## src/rtl/fibonacci_sequencer.sv

```systemverilog
// Iterative Fibonacci engine: computes f(idx_i) one step per cycle.
// Results above MAX_VAL are clamped to MAX_VAL and flagged with overflow_o.
module fibonacci_sequencer #(
  parameter int W       = 20,
  parameter int MAX_VAL = 999_999
) (
  input  logic         clk_i,
  input  logic         reset_i,
  input  logic         start_i,
  input  logic [31:0]  idx_i,
  output logic         ready_o,
  output logic         done_o,
  output logic [W-1:0] fib_o,
  output logic         overflow_o
);

  typedef enum logic [1:0] {IDLE, OP, DONE} state_e;

  localparam logic [W:0]   MAX_T = (W+1)'(MAX_VAL);
  localparam logic [W-1:0] MAX_R = W'(MAX_VAL);

  state_e         state_q, state_d;
  logic [31:0]    n_q, n_d;
  logic [W:0]     t0_q, t0_d, t1_q, t1_d;
  logic [W-1:0]   fib_q, fib_d;
  logic           ovf_q, ovf_d;

  always_comb begin
    state_d = state_q;
    n_d     = n_q;
    t0_d    = t0_q;
    t1_d    = t1_q;
    fib_d   = fib_q;
    ovf_d   = ovf_q;
    unique case (state_q)
      IDLE: begin
        if (start_i) begin
          n_d     = idx_i;
          t0_d    = '0;
          t1_d    = (W+1)'(1);
          state_d = OP;
        end
      end
      OP: begin
        if (n_q == '0) begin
          fib_d   = t0_q[W-1:0];
          ovf_d   = 1'b0;
          state_d = DONE;
        end else if (t1_q > MAX_T) begin
          // f(n) >= f(k+1) here, so the result is already known to clamp
          fib_d   = MAX_R;
          ovf_d   = 1'b1;
          state_d = DONE;
        end else begin
          t0_d = t1_q;
          t1_d = t0_q + t1_q;
          n_d  = n_q - 32'd1;
        end
      end
      DONE:    state_d = IDLE;
      default: state_d = IDLE;
    endcase
  end

  always_ff @(posedge clk_i) begin
    if (reset_i) begin
      state_q <= IDLE;
      n_q     <= '0;
      t0_q    <= '0;
      t1_q    <= '0;
      fib_q   <= '0;
      ovf_q   <= 1'b0;
    end else begin
      state_q <= state_d;
      n_q     <= n_d;
      t0_q    <= t0_d;
      t1_q    <= t1_d;
      fib_q   <= fib_d;
      ovf_q   <= ovf_d;
    end
  end

  assign ready_o    = (state_q == IDLE);
  assign done_o     = (state_q == DONE);
  assign fib_o      = fib_q;
  assign overflow_o = ovf_q;

endmodule

```

## config.mk

```make
export PLATFORM = sky130hd
export DESIGN_NAME = fibonacci_sequencer
export DESIGN_NICKNAME = d
export VERILOG_FILES = /design/src/rtl/fibonacci_sequencer.sv
export SDC_FILE = /design/constraint.sdc
export NUM_CORES = 1
export LEC_CHECK = 0
export BUFFER_PORTS_ARGS = -buffer_cell sky130_fd_sc_hd__clkbuf_2
export CORE_MARGIN = 4
export CORE_UTILIZATION = 40
export DETAILED_ROUTE_END_ITERATION = 6
export SYNTH_ARGS = -nofsm -noshare
export SYNTH_HDL_FRONTEND = slang
export SYNTH_SLANG_ARGS = --single-unit
```

## constraint.sdc

```tcl
create_clock -name clk_i -period 3 [get_ports clk_i]
set_clock_uncertainty 0.1 [all_clocks]
set_input_delay 0.15 -clock clk_i [delete_from_list [all_inputs] [get_ports clk_i]]
set_output_delay 0.15 -clock clk_i [all_outputs]
set_load 0.02 [all_outputs]
```

==> After elaboration in Yosys (flattened, before gate mapping) <==
Cells that the tools add are included.
{ "word_totals": {"reg_bits": 97, "in_bits": 35, "latch_bits": 0, "n_memories": 0, "mem_bits_ro": 0, "wordCells": 42, "output_inout_bits": 23, "mem_bits_rw": 0} }
{ "classes": {"n_mux": 20, "n_bitwise": 0, "order_cmp": 1, "n_eq_ne": 6, "n_div": 0, "reduce_logical": 7, "addsub": 2, "n_shift": 0, "mul": 0} }
{ "op_table": {"columns": ["operator", "n"], "rows": [
  ["$mux 21", 6],
  ["$mux 32", 3],
  ["$pmux 21 s2", 2],
  ["$pmux 32 s2", 1],
  ["$mux 20", 2],
  ["$logic_not 32->1", 1],
  ["$sub 32x1->32 const B", 1],
  ["$add 21x21->21", 1],
  ["$gt 21x20->1 const B", 1],
  ["$mux 2", 3],
  ["$ne 2x2->1 const B", 3],
  ["$pmux 2 s2", 1],
  ["$reduce_and 2->1", 2],
  ["$reduce_and 4->1", 1],
  ["$reduce_bool 2->1", 2],
  ["$ne 3x3->1 const B", 1],
  ["$eq 2x1->1 const B", 1],
  ["$eq 2x2->1 const B", 1],
  ["$logic_not 2->1", 1],
  ["$mux 1", 2]
]} }

==> Logic depth before layout (Yosys ltp) <==
Gate-level depths: netlist of the first run.
{ "depth": {"depth_word": 4, "ltp_mapped": 10, "mapped_depth_nobuf": 10} }

==> Worst setup path after synthesis of the first run <==
OpenSTA, ideal clock, no wires.
{ "synth_timing": {"path_type": "reg2reg", "start": "register n_q[26]", "end": "register t1_q[14]", "required_time_ns": 2.778, "setup_ns": 0.122, "stages_incl_launch_ff": 9, "arrival_time_ns": 2.304, "n_path_buf": 1, "path_slack_ns": 0.474, "synth_period_minus_slack_ns": 2.526, "path_cell_list": "dfxtp_1 nor4_2 or4b_4 or4_1 buf_4 nand2_4 nor2_1 o2111a_1 a221o_1"} }
{ "synth_between": {"elab_chain_cells": 3} }
{ "synth_rtl": {"columns": ["item", "line_no", "text"], "rows": [
  ["start: declaration", "23", "logic [31:0] n_q, n_d;"],
  ["start signal: assignment", "75", "n_q <= n_d;"],
  ["$logic_not 32->1", "45", "if (n_q == '0) begin"],
  ["$ne 2x2->1 (no source line)", null, null],
  ["$reduce_and 4->1 (no source line)", null, null],
  ["end signal: assignment", "77", "t1_q <= t1_d;"],
  ["end: declaration", "24", "logic [W:0] t0_q, t0_d, t1_q, t1_d;"]
]} }
No other way between the ends.
A chain may end at the register's enable or synchronous reset.

==> Final worst setup path of the first run <==
{ "layout_timing": {"start": "register t1_q[10]", "end": "register n_q[3]"} }
{ "layout_between": {"elab_chain_cells": 3} }
{ "layout_rtl": {"columns": ["item", "line_no", "text"], "rows": [
  ["$gt 21x20->1", "49", "end else if (t1_q > MAX_T) begin"],
  ["$ne 2x2->1 (no source line)", null, null],
  ["$reduce_and 4->1 (no source line)", null, null]
]} }
No other way between the ends.

==> out/qor.csv, run 1 <==
metric,value,unit
status,completed,
fin_tns_setup,0,ns
rsz0062_at_grt,false,
r2r_setup_slack,0.20,ns
firstDrtPassIters,5,
min-delay-start,idx_i[13],
r2r-start,t1_q[10],
p_leak,0.00248,uW
cts_tree,yes,
max-slew-margin-rel,0.544,
clk_path_buf_depth,2,
antenna_cells,0,
die_x,124,um
ys_seq_elements,97,
place_ws,0.120,ns
timing.final.crit_share,0.933,
report.final.slew_viol_count,0,
ff2ff_path_depth,7,
drt_iter0_markers,303,
synth_nets,745,
grt_use_total,0.198,
cp_top_family,compound AO/OA/AOI/OAI gates,
postCtsSetupBuffers,0,
cp_num_cells,7,
gp_congestion,0.890,
ir_worst_vdd,0.330,mV
ys.flop_type,dfxtp_1,
async_flop_share,0,
ys_warn_count,0,
dp_hpwl,10400,um
grt_pass1_wl,24200,um
required,3.15,ns
drv_cap,0,
yosysUniqueCellTypes,64,
finalWirelength,14800,um
insertion_delay,0.35,ns
coreArea,13200,um2
layout_commonest_cell,dfxtp_1,
worstPathArrival,2.95,ns
post_drt_wl_per_cell,16.2,um
cpPeakStageDelay,0.64,ns
final_cell_mix,"dfxtp_1, nand2_1, nor2_1",
min_to,n_q[13],
grt_overflow,0,
min_path_type,in -> reg,
synth-edff-count,0,
cts-root-buf,clkbuf_16,
syn_avg_cell_area,7.79,um2
nets,794,
cts.clk_slew.worst_paths,0.06,ns
htreeDepth,3,
syn_inst,687,
antenna_found_initial,0,
worstSetupEndpointType,register,
initial_utilization,0.406,
critical_path_peak_fanout,41,
die_area,15300,um2
drive_above_1_share,0.162,
row_count,42,
cellPowerDensity,496,nW/um2
syn_area,5360,um2
grt_max_degree,71,
setup_viol,0,
area_growth,15.2,%
hold_depth,3,
worstSetupPathType,reg -> reg,
r2r-end,n_q[3],
io_pins,58,
finalHoldViolations,0,
cp.buffers_inverters,1,
postRouteAntennaNets,0,
drc_errors,0,
numCtsBuffers,9,
worst_slew_pin_slew,0.678,ns
routed_via_density,5.75,
clock-sinks,97,
vias,5268,
fin_ws,0.200,ns
nFillCells,1310,
grt_pass1_vias,4956,
numPortBuffers,57,
yosysSeqAreaShare,0.363,
cp_slowest_cell,or4_1,
period_needed,2.80,ns
clock.fmax,357,MHz
path_cells,or4_1 > a211oi_1 > o31ai_1 > o21ai_2 > buf_12 > o21ai_0 > a221oi_1,
die-height,124,um
critPathLaunchType,register,
-- sequential cells by signal, summed over array words and instances (netlist names) --
name        cells
t1_q           21
overflow_o      1
fib_o          20
t0_q           21
state_q         2
n_q            32
-- worst register-to-register path, stage by stage, from the launching register on --
cell      delay (ns)
dfxtp_1         0.34
or4_1           0.64
a211oi_1        0.32
o31ai_1         0.16
o21ai_2         0.43
buf_12          0.27
o21ai_0         0.13
a221oi_1        0.32
-- stage by stage --
| stage | hold WS [ns] | total power [uW] | util | instances | cell area (um2) |
|---|---|---|---|---|---|
| 2_1_floorplan | 0.220 | 1760 | - | 687 | 5360 |
| 3_3_place_gp | 0.343 | 1920 | 0.445 | 900 | 5860 |
| 3_5_place_dp | 0.364 | 1930 | 0.445 | 900 | 5860 |
| 4_1_cts | 0.0277 | 3080 | 0.467 | 916 | 6160 |
| 5_1_grt | 0.0503 | 3200 | 0.468 | 916 | 6170 |
| 6_report | 0.0385 | 3060 | 0.468 | 916 | 6170 |
-- synthesized netlist by cell type (all sizes together) (11+ instances only) --
library cell | count | area share
nand2 | 89 | 0.064
nand3 | 33 | 0.031
clkbuf | 25 | 0.018
nor3 | 19 | 0.018
nor4 | 11 | 0.014
o221a | 12 | 0.025
a21oi | 74 | 0.072
inv | 14 | 0.0098
ha | 22 | 0.051
dfxtp | 97 | 0.36
buf | 15 | 0.016
a22oi | 20 | 0.028
o21ai | 52 | 0.049
nor2 | 76 | 0.055
-- logic make-up (layout without fill, tap and decap cells) --
family                     after synthesis  in the layout  share of synthesized area
xor gates and xnor gates                12             12                     0.0196
AOI/OAI and AO/OA                      231            231                      0.284
DFF                                     97             97                      0.363
muxes                                    1              1                    0.00187
buffers and inverters                   55            108                     0.0444
adders and majority gates               23             23                     0.0551
and+or+nand+nor                        268            268                      0.232
-- per-layer routing --
layer  up-vias  track usage  routed length, um
li1       2629            -                  -
met5         -            0                  0
met1      2460        0.263               6820
met4         0       0.0678                277
met3        25       0.0363                735
met2       154        0.324               6970
-- final cells by class --
class	instances	area, um2	area share
inverters	15	56.3	0.00913
flip-flops and latches	97	1940	0.315
well taps	176	220	0.0357
clock buffers	9	225	0.0365
clock inverters	6	60.1	0.00974
repair buffers	78	470	0.0763
multi-input cells	535	3190	0.518
-- worst max path at each step --
| stage | startpoint | end | slack [ns] |
|---|---|---|---|
| after detailed placement | n_q[26] | n_q[1] | 0.12 |
| final | t1_q[10] | n_q[3] | 0.20 |
| after CTS | n_q[26] | n_q[1] | 0.09 |
| after global routing | t1_q[10] | n_q[3] | 0.02 |
| after floorplan | n_q[26] | t1_q[14] | 0.47 |
| after global placement | n_q[26] | n_q[8] | 0.20 |
-- report_power, final --
| part | total [uW] | switching [uW] | internal, uW |
|---|---|---|---|
| Combinational | 527 | 339 | 188 |
| Clock | 1150 | 509 | 637 |
| Sequential | 1380 | 49.4 | 1330 |
-- repair_timing --
item	in CTS	in global routing
setup endpoints to repair	0	26
gates resized for setup	0	2
endpoints found under the hold margin	1	0
hold buffers	1	0
No activity file was read; power rests on OpenSTA's default activity.
==> inputs of run 2 (changes only) <==
CAP_MARGIN = 20   (was not set)
clock period = 3.5 ns   (was 3 ns; I/O delays follow)
==> run 2 against run 1 <==
  * Total power decreased by 9.3%
  * Via count decreased by 0.70%
  * Fmax decreased by 12%
  * First-iteration DRC count increased by 40%
  * Sequential power decreased by 14%
  * Register-to-register slack improved by 0.13 ns
  * Non-clock buffer count decreased by 8
  * Clock-buffer cell count unchanged
  * Global-route usage increased by 0.92 points
  * Design area decreased by 0.55%
  * Worst hold slack about the same
  * Combinational power decreased by 19%
  * Largest cell class unchanged
  * Largest power group unchanged
==> out/qor.csv, run 2 (synthesis gave the netlist of run 1 again) <==
metric,value,unit,change
min_path_type,in -> reg,,
grt_max_degree,75,,+5.6%
path_cells,nor4_1 > nand4_1 > nor4_1 > o21ai_2 > buf_4 > a22oi_1 > nor2_1,,
fin_tns_setup,0,ns,unchanged
post-route-util,0.465,,-0.00256
r2r_setup_slack,0.33,ns,+0.13 ns
critPathLaunchType,register,,
gp_congestion,0.867,,-2.6%
power_frac_comb,0.154,,-0.018
seqPwrFrac,0.428,,-0.025
io_pins,58,,unchanged
drive_above_1_share,0.153,,-0.00937
antenna_cells,0,,unchanged
hold_buffers,0,,-1
hold_depth,3,,unchanged
drt_iter0_markers,425,,+40%
rsz0062_at_grt,false,,
cp.buffers_inverters,1,,unchanged
cts-resized-gates,0,,unchanged
die_x,124,um,unchanged
postRouteAntennaNets,0,,unchanged
worstSetupPathType,reg -> reg,,
cp_slowest_cell,nor4_1,,
worst_slew_pin_slew,0.855,ns,+0.176 ns
final_cell_mix,"dfxtp_1, nand2_1, nor2_1",,
worstPathArrival,3.29,ns,+0.34 ns
grt_pass1_wl,25300,um,+4.4%
cpPeakStageDelay,0.80,ns,+0.16 ns
max-slew-margin-rel,0.425,,-0.119
ff2ff_path_depth,7,,unchanged
largest_register_ffs,32,,unchanged
die-height,124,um,unchanged
htreeDepth,3,,unchanged
power.switching,782,uW,-13%
cp_common_cell,nor4_1,,
numCtsBuffers,9,,unchanged
cts-root-buf,clkbuf_16,,
top_register,n_q,,
clockPowerShare,0.419,,+0.044
post_drt_wl_per_cell,16.8,um,+3.7%
firstDrtPassIters,5,,unchanged
insertion_delay,0.36,ns,about the same
critical_path_peak_fanout,20,,-51%
dp_hpwl,10800,um,+4.1%
grt_pass1_vias,5168,,+4.3%
area_growth,14.6,%,
p_leak,0.00246,uW,-0.83%
finalWirelength,15200,um,+2.9%
grt_overflow,0,,unchanged
cp_top_family,simple AND/OR/NAND/NOR gates,,
cellPowerDensity,452,nW/um2,-8.8%
die_area,15300,um2,unchanged
timing.final.crit_share,0.905,,-0.0282
p_int,1990,uW,-7.7%
initial_utilization,0.406,,unchanged
cts.clk_slew.worst_paths,0.07,ns,about the same
vias,5231,,-0.70%
status,completed,,
coreArea,13200,um2,unchanged
report.final.slew_viol_count,0,,unchanged
drc_errors,0,,unchanged
nets,786,,-1.0%
required,3.62,ns,+0.47 ns
clock-sinks,97,,unchanged
numPortBuffers,57,,unchanged
clock.fmax,316,MHz,-12%
drv_cap,0,,unchanged
reg_top3,"n_q (32), t0_q (21), t1_q (21)",,
worstSetupEndpointType,register,,
ir_worst_vdd,0.215,mV,-35%
swShare,0.282,,-0.0118
worst_hold_slack,0.0380,ns,-0.000481 ns
cp_num_cells,7,,unchanged
finalHoldViolations,0,,unchanged
cts_tree,yes,,
grt_use_total,0.207,,+0.00919
row_count,42,,unchanged
routed_via_density,5.75,,about the same
clk_path_buf_depth,2,,unchanged
antenna_found_initial,0,,unchanged
postCtsSetupBuffers,0,,unchanged
layout_commonest_cell,dfxtp_1,,
period_needed,3.17,ns,+0.368 ns
setup_viol,0,,unchanged
run 2: cell count changes in the layout (fill, tap and decap cells not counted), sizes merged:
cell         delta
inv             +2
clkinv          -2
bufinv          +2
clkinvlp        -1
dlygate4sd3     -1
buf             -7
run 2: power groups by stage:
stage	Sequential (uW)	Clock [uW]	Combinational [uW]
3_5_place_dp	1210	0	423
3_3_place_gp	1210	0	415
2_1_floorplan	1200	0	311
5_1_grt	1190	1220	482
6_report	1190	1160	426
4_1_cts	1180	1180	425
run 2: routing by layer:
metal	track usage	part of all wire	vias up
met3	0.0463	0.059	21
met1	0.254	0.44	2437
met2	0.360	0.48	164
li1	-	-	2609
met4	0.0664	0.017	0
met5	0	0	-
run 2: path summary, 6_finish.rpt:
kind | startpoint | end
min reg2reg | t0_q[20] | t0_q[20]
max reg2reg | n_q[5] | n_q[10]
min | start_i | state_q[1]
max | n_q[5] | n_q[10]
run 2: metrics by stage:
step | instance area, um2 | std cells | setup slack (ns) | power [uW]
detailed placement | 5790 | 893 | 0.372 | 1630
floorplan | 5360 | 687 | 0.974 | 1510
global route | 6130 | 909 | 0.0274 | 2890
finish | 6130 | 909 | 0.332 | 2770
global placement | 5790 | 893 | 0.367 | 1620
CTS | 6130 | 909 | 0.346 | 2790
run 2: cell type report:
type | instances | area [um2]
timing repair buffer | 70 | 383
clock buffer | 9 | 225
fill | 1341 | 7060
inverter | 15 | 56.3
clock inverter | 7 | 124
tap | 176 | 220
sequential | 97 | 1940
multi-input combinational | 535 | 3180
run 2: worst min-delay path: stages:
cell and delay, ns:
clkbuf_2 0.11, nor3_1 0.05, nor3_1 0.11
==> inputs of run 3 (changes only) <==
ABC_AREA = 1   (was not set)
==> run 3 against run 2 <==
  * Sequential power rose by 6%
  * Utilization fell by 0.98 points
  * Via count rose by 21%
  * Critical endpoint is now t1_q[7]
  * Critical path type unchanged
  * Largest power group unchanged
  * Highest routed layer unchanged
==> out/qor.csv, run 3 <==
metric,value,unit,change
drv_cap,0,,unchanged
synthAdderAreaFrac,0.0470,,-0.00809
post-route-util,0.455,,-0.00978
ys_warn_count,0,,unchanged
status,completed,,
synth-edff-count,0,,unchanged
die_x,133,um,+7.7%
worstSetupPathType,reg -> reg,,
p_int,2020,uW,+1.2%
grt_max_degree,72,,-4.0%
antenna_found_initial,0,,unchanged
firstDrtPassIters,5,,unchanged
die_area,17800,um2,+16%
synth_top_family_by_area,simple AND/OR/NAND/NOR gates,,
finalHoldViolations,0,,unchanged
power_frac_comb,0.264,,+0.110
numPortBuffers,57,,unchanged
design_area,6970,um2,+14%
rsz0062_at_grt,false,,
r2r_setup_slack,0.52,ns,+0.18 ns
seqPwrFrac,0.400,,-0.028
synth_top_area_frac,0.309,,-0.0532
yosysUniqueCellTypes,34,,-47%
clock.fmax,335,MHz,+6.1%
synthXorXnorAreaFrac,0.0126,,-0.00707
synth_largest_area_cell,dfxtp_1,,
drt_iter0_markers,454,,+6.8%
grt_pass1_vias,5588,,+8.1%
grt_overflow,0,,unchanged
routed_via_density,4.96,,-14%
layout_commonest_cell,nand2_1,,
min_path_type,in -> reg,,
cellPowerDensity,453,nW/um2,+0.11%
drive_above_1_share,0.113,,-0.0398
ys_seq_elements,97,,unchanged
synth_compound_area_frac,0.139,,-0.145
syn_avg_cell_area,6.09,um2,-22%
yosysSeqAreaShare,0.309,,-0.0532
critical_path_peak_fanout,35,,+75%
drc_errors,0,,unchanged
finalWirelength,17500,um,+15%
hold_buffers,0,,unchanged
clk_path_buf_depth,2,,unchanged
grt_use_total,0.195,,-0.0128
ys.flop_type,dfxtp_1,,
dp_hpwl,13000,um,+21%
area_growth,11.1,%,
postRouteAntennaNets,0,,unchanged
postCtsSetupBuffers,0,,unchanged
cts_tree,yes,,
die-height,133,um,+7.7%
grt_pass1_wl,28600,um,+13%
antenna_cells,0,,unchanged
required,3.67,ns,+0.05 ns
numCtsBuffers,9,,unchanged
synthMuxAreaShare,0,,-0.00187
initial_utilization,0.410,,+0.00381
max-slew-margin-rel,0.312,,-0.113
final_cell_mix,"nand2_1, nor2_1, a21oi_1",,
insertion_delay,0.35,ns,about the same
htreeDepth,3,,unchanged
cts-resized-gates,0,,unchanged
report.final.slew_viol_count,0,,unchanged
place_inst,1266,,+42%
p_leak,0.00329,uW,+34%
cts.clk_slew.worst_paths,0.07,ns,about the same
worst_slew_pin_slew,1.03,ns,+0.171 ns
clock-sinks,97,,unchanged
period_needed,2.98,ns,-0.183 ns
nets,1124,,+43%
clockPowerShare,0.335,,-0.084
place_area,6660,um2,+15%
io_pins,58,,unchanged
reg_top3,"n_q (32), t0_q (21), t1_q (21)",,
worstPathArrival,3.16,ns,-0.13 ns
power.switching,1140,uW,+46%
synth_nets,1088,,+46%
post_drt_wl_per_cell,13.7,um,-18%
top_register,n_q,,
synthSimpleGateAreaFrac,0.399,,+0.166
ir_worst_vdd,0.261,mV,+22%
yosys-top-cells-count,"nand2_1, nor2_1, a21oi_1",,
swShare,0.361,,+0.0793
fin_tns_setup,0,ns,unchanged
worstSetupEndpointType,register,,
largest_register_ffs,32,,unchanged
vias,6353,,+21%
synthTopCellsByArea,"dfxtp_1, nand2_1, a21oi_1, nor2_1, nand3_1",,
critPathLaunchType,register,,
gp_congestion,0.871,,+0.48%
async_flop_share,0,,unchanged
instances_no_fill,1282,,+41%
coreArea,15300,um2,+16%
setup_viol,0,,unchanged
yosysMostFrequentCell,nand2_1,,
syn_area,6280,um2,+17%
cts-root-buf,clkbuf_16,,
timing.final.crit_share,0.853,,-0.0523
syn_inst,1030,,+50%
nFillCells,1678,,+25%
row_count,45,,+7.1%
-- run 3: cell type report --
type                    count  area (um2)  share of cell area
flip-flops and latches     97        1940               0.278
multi-input cells         797        3750               0.538
inverters                  97         364              0.0522
clock buffers              10         229              0.0328
well taps                 211         264              0.0379
clock inverters             6        81.3              0.0117
repair buffers             64         338              0.0484
-- run 3: logic make-up (layout without fill, tap and decap cells) --
kind of cell	Yosys count	count (layout)
AOI/OAI and AO/OA	162	162
xor gates and xnor gates	9	9
adders and majority gates	23	23
buffers and inverters	136	177
DFF	97	97
and+or+nand+nor	603	603
-- run 3: stage by stage --
step	hold slack (ns)	setup slack (ns)	total power (uW)
floorplan	0.286	1.64	1920
global placement	0.347	0.635	2120
detailed placement	0.352	0.551	2110
CTS	0.0270	0.533	3180
global route	0.0500	0.255	3340
finish	0.0291	0.515	3160
-- run 3: final timing paths --
| kind | startpoint | endpoint | cells after the start |
|---|---|---|---|
| worst min register to register | fib_o[13] | fib_o[13] | 2 |
| worst min-delay path | idx_i[31] | n_q[31] | 5 |
| worst max-delay path | n_q[0] | t1_q[7] | 12 |
| worst max register to register | n_q[0] | t1_q[7] | 12 |
-- run 3: metal layers --
layer / track usage / part of all wire / up-vias
met1: 0.318 / 0.56 / 2852
met3: 0.0295 / 0.046 / 9
met2: 0.265 / 0.39 / 144
met4: 0.0377 / 0.0075 / 0
li1: - / - / 3348
met5: 0 / 0 / -
-- run 3: power by group through the flow --
stage / logic [uW] / registers [uW] / clock network (uW)
floorplan: 647 / 1280 / 0
global placement: 831 / 1280 / 0
detailed placement: 826 / 1290 / 0
finish: 835 / 1260 / 1060
CTS: 832 / 1260 / 1080
global route: 942 / 1280 / 1120
-- run 3: worst max-delay path: stages (launching register included) --
cell	delay, ns
dfxtp_1	0.35
inv_1	0.08
ha_1	0.22
nand2_1	0.08
nor2_2	0.04
nand2_2	0.07
nor2_4	0.05
nor2_2	0.59
nand2_1	0.18
nand2_2	0.61
buf_4	0.32
nand2_1	0.07
a21oi_1	0.14
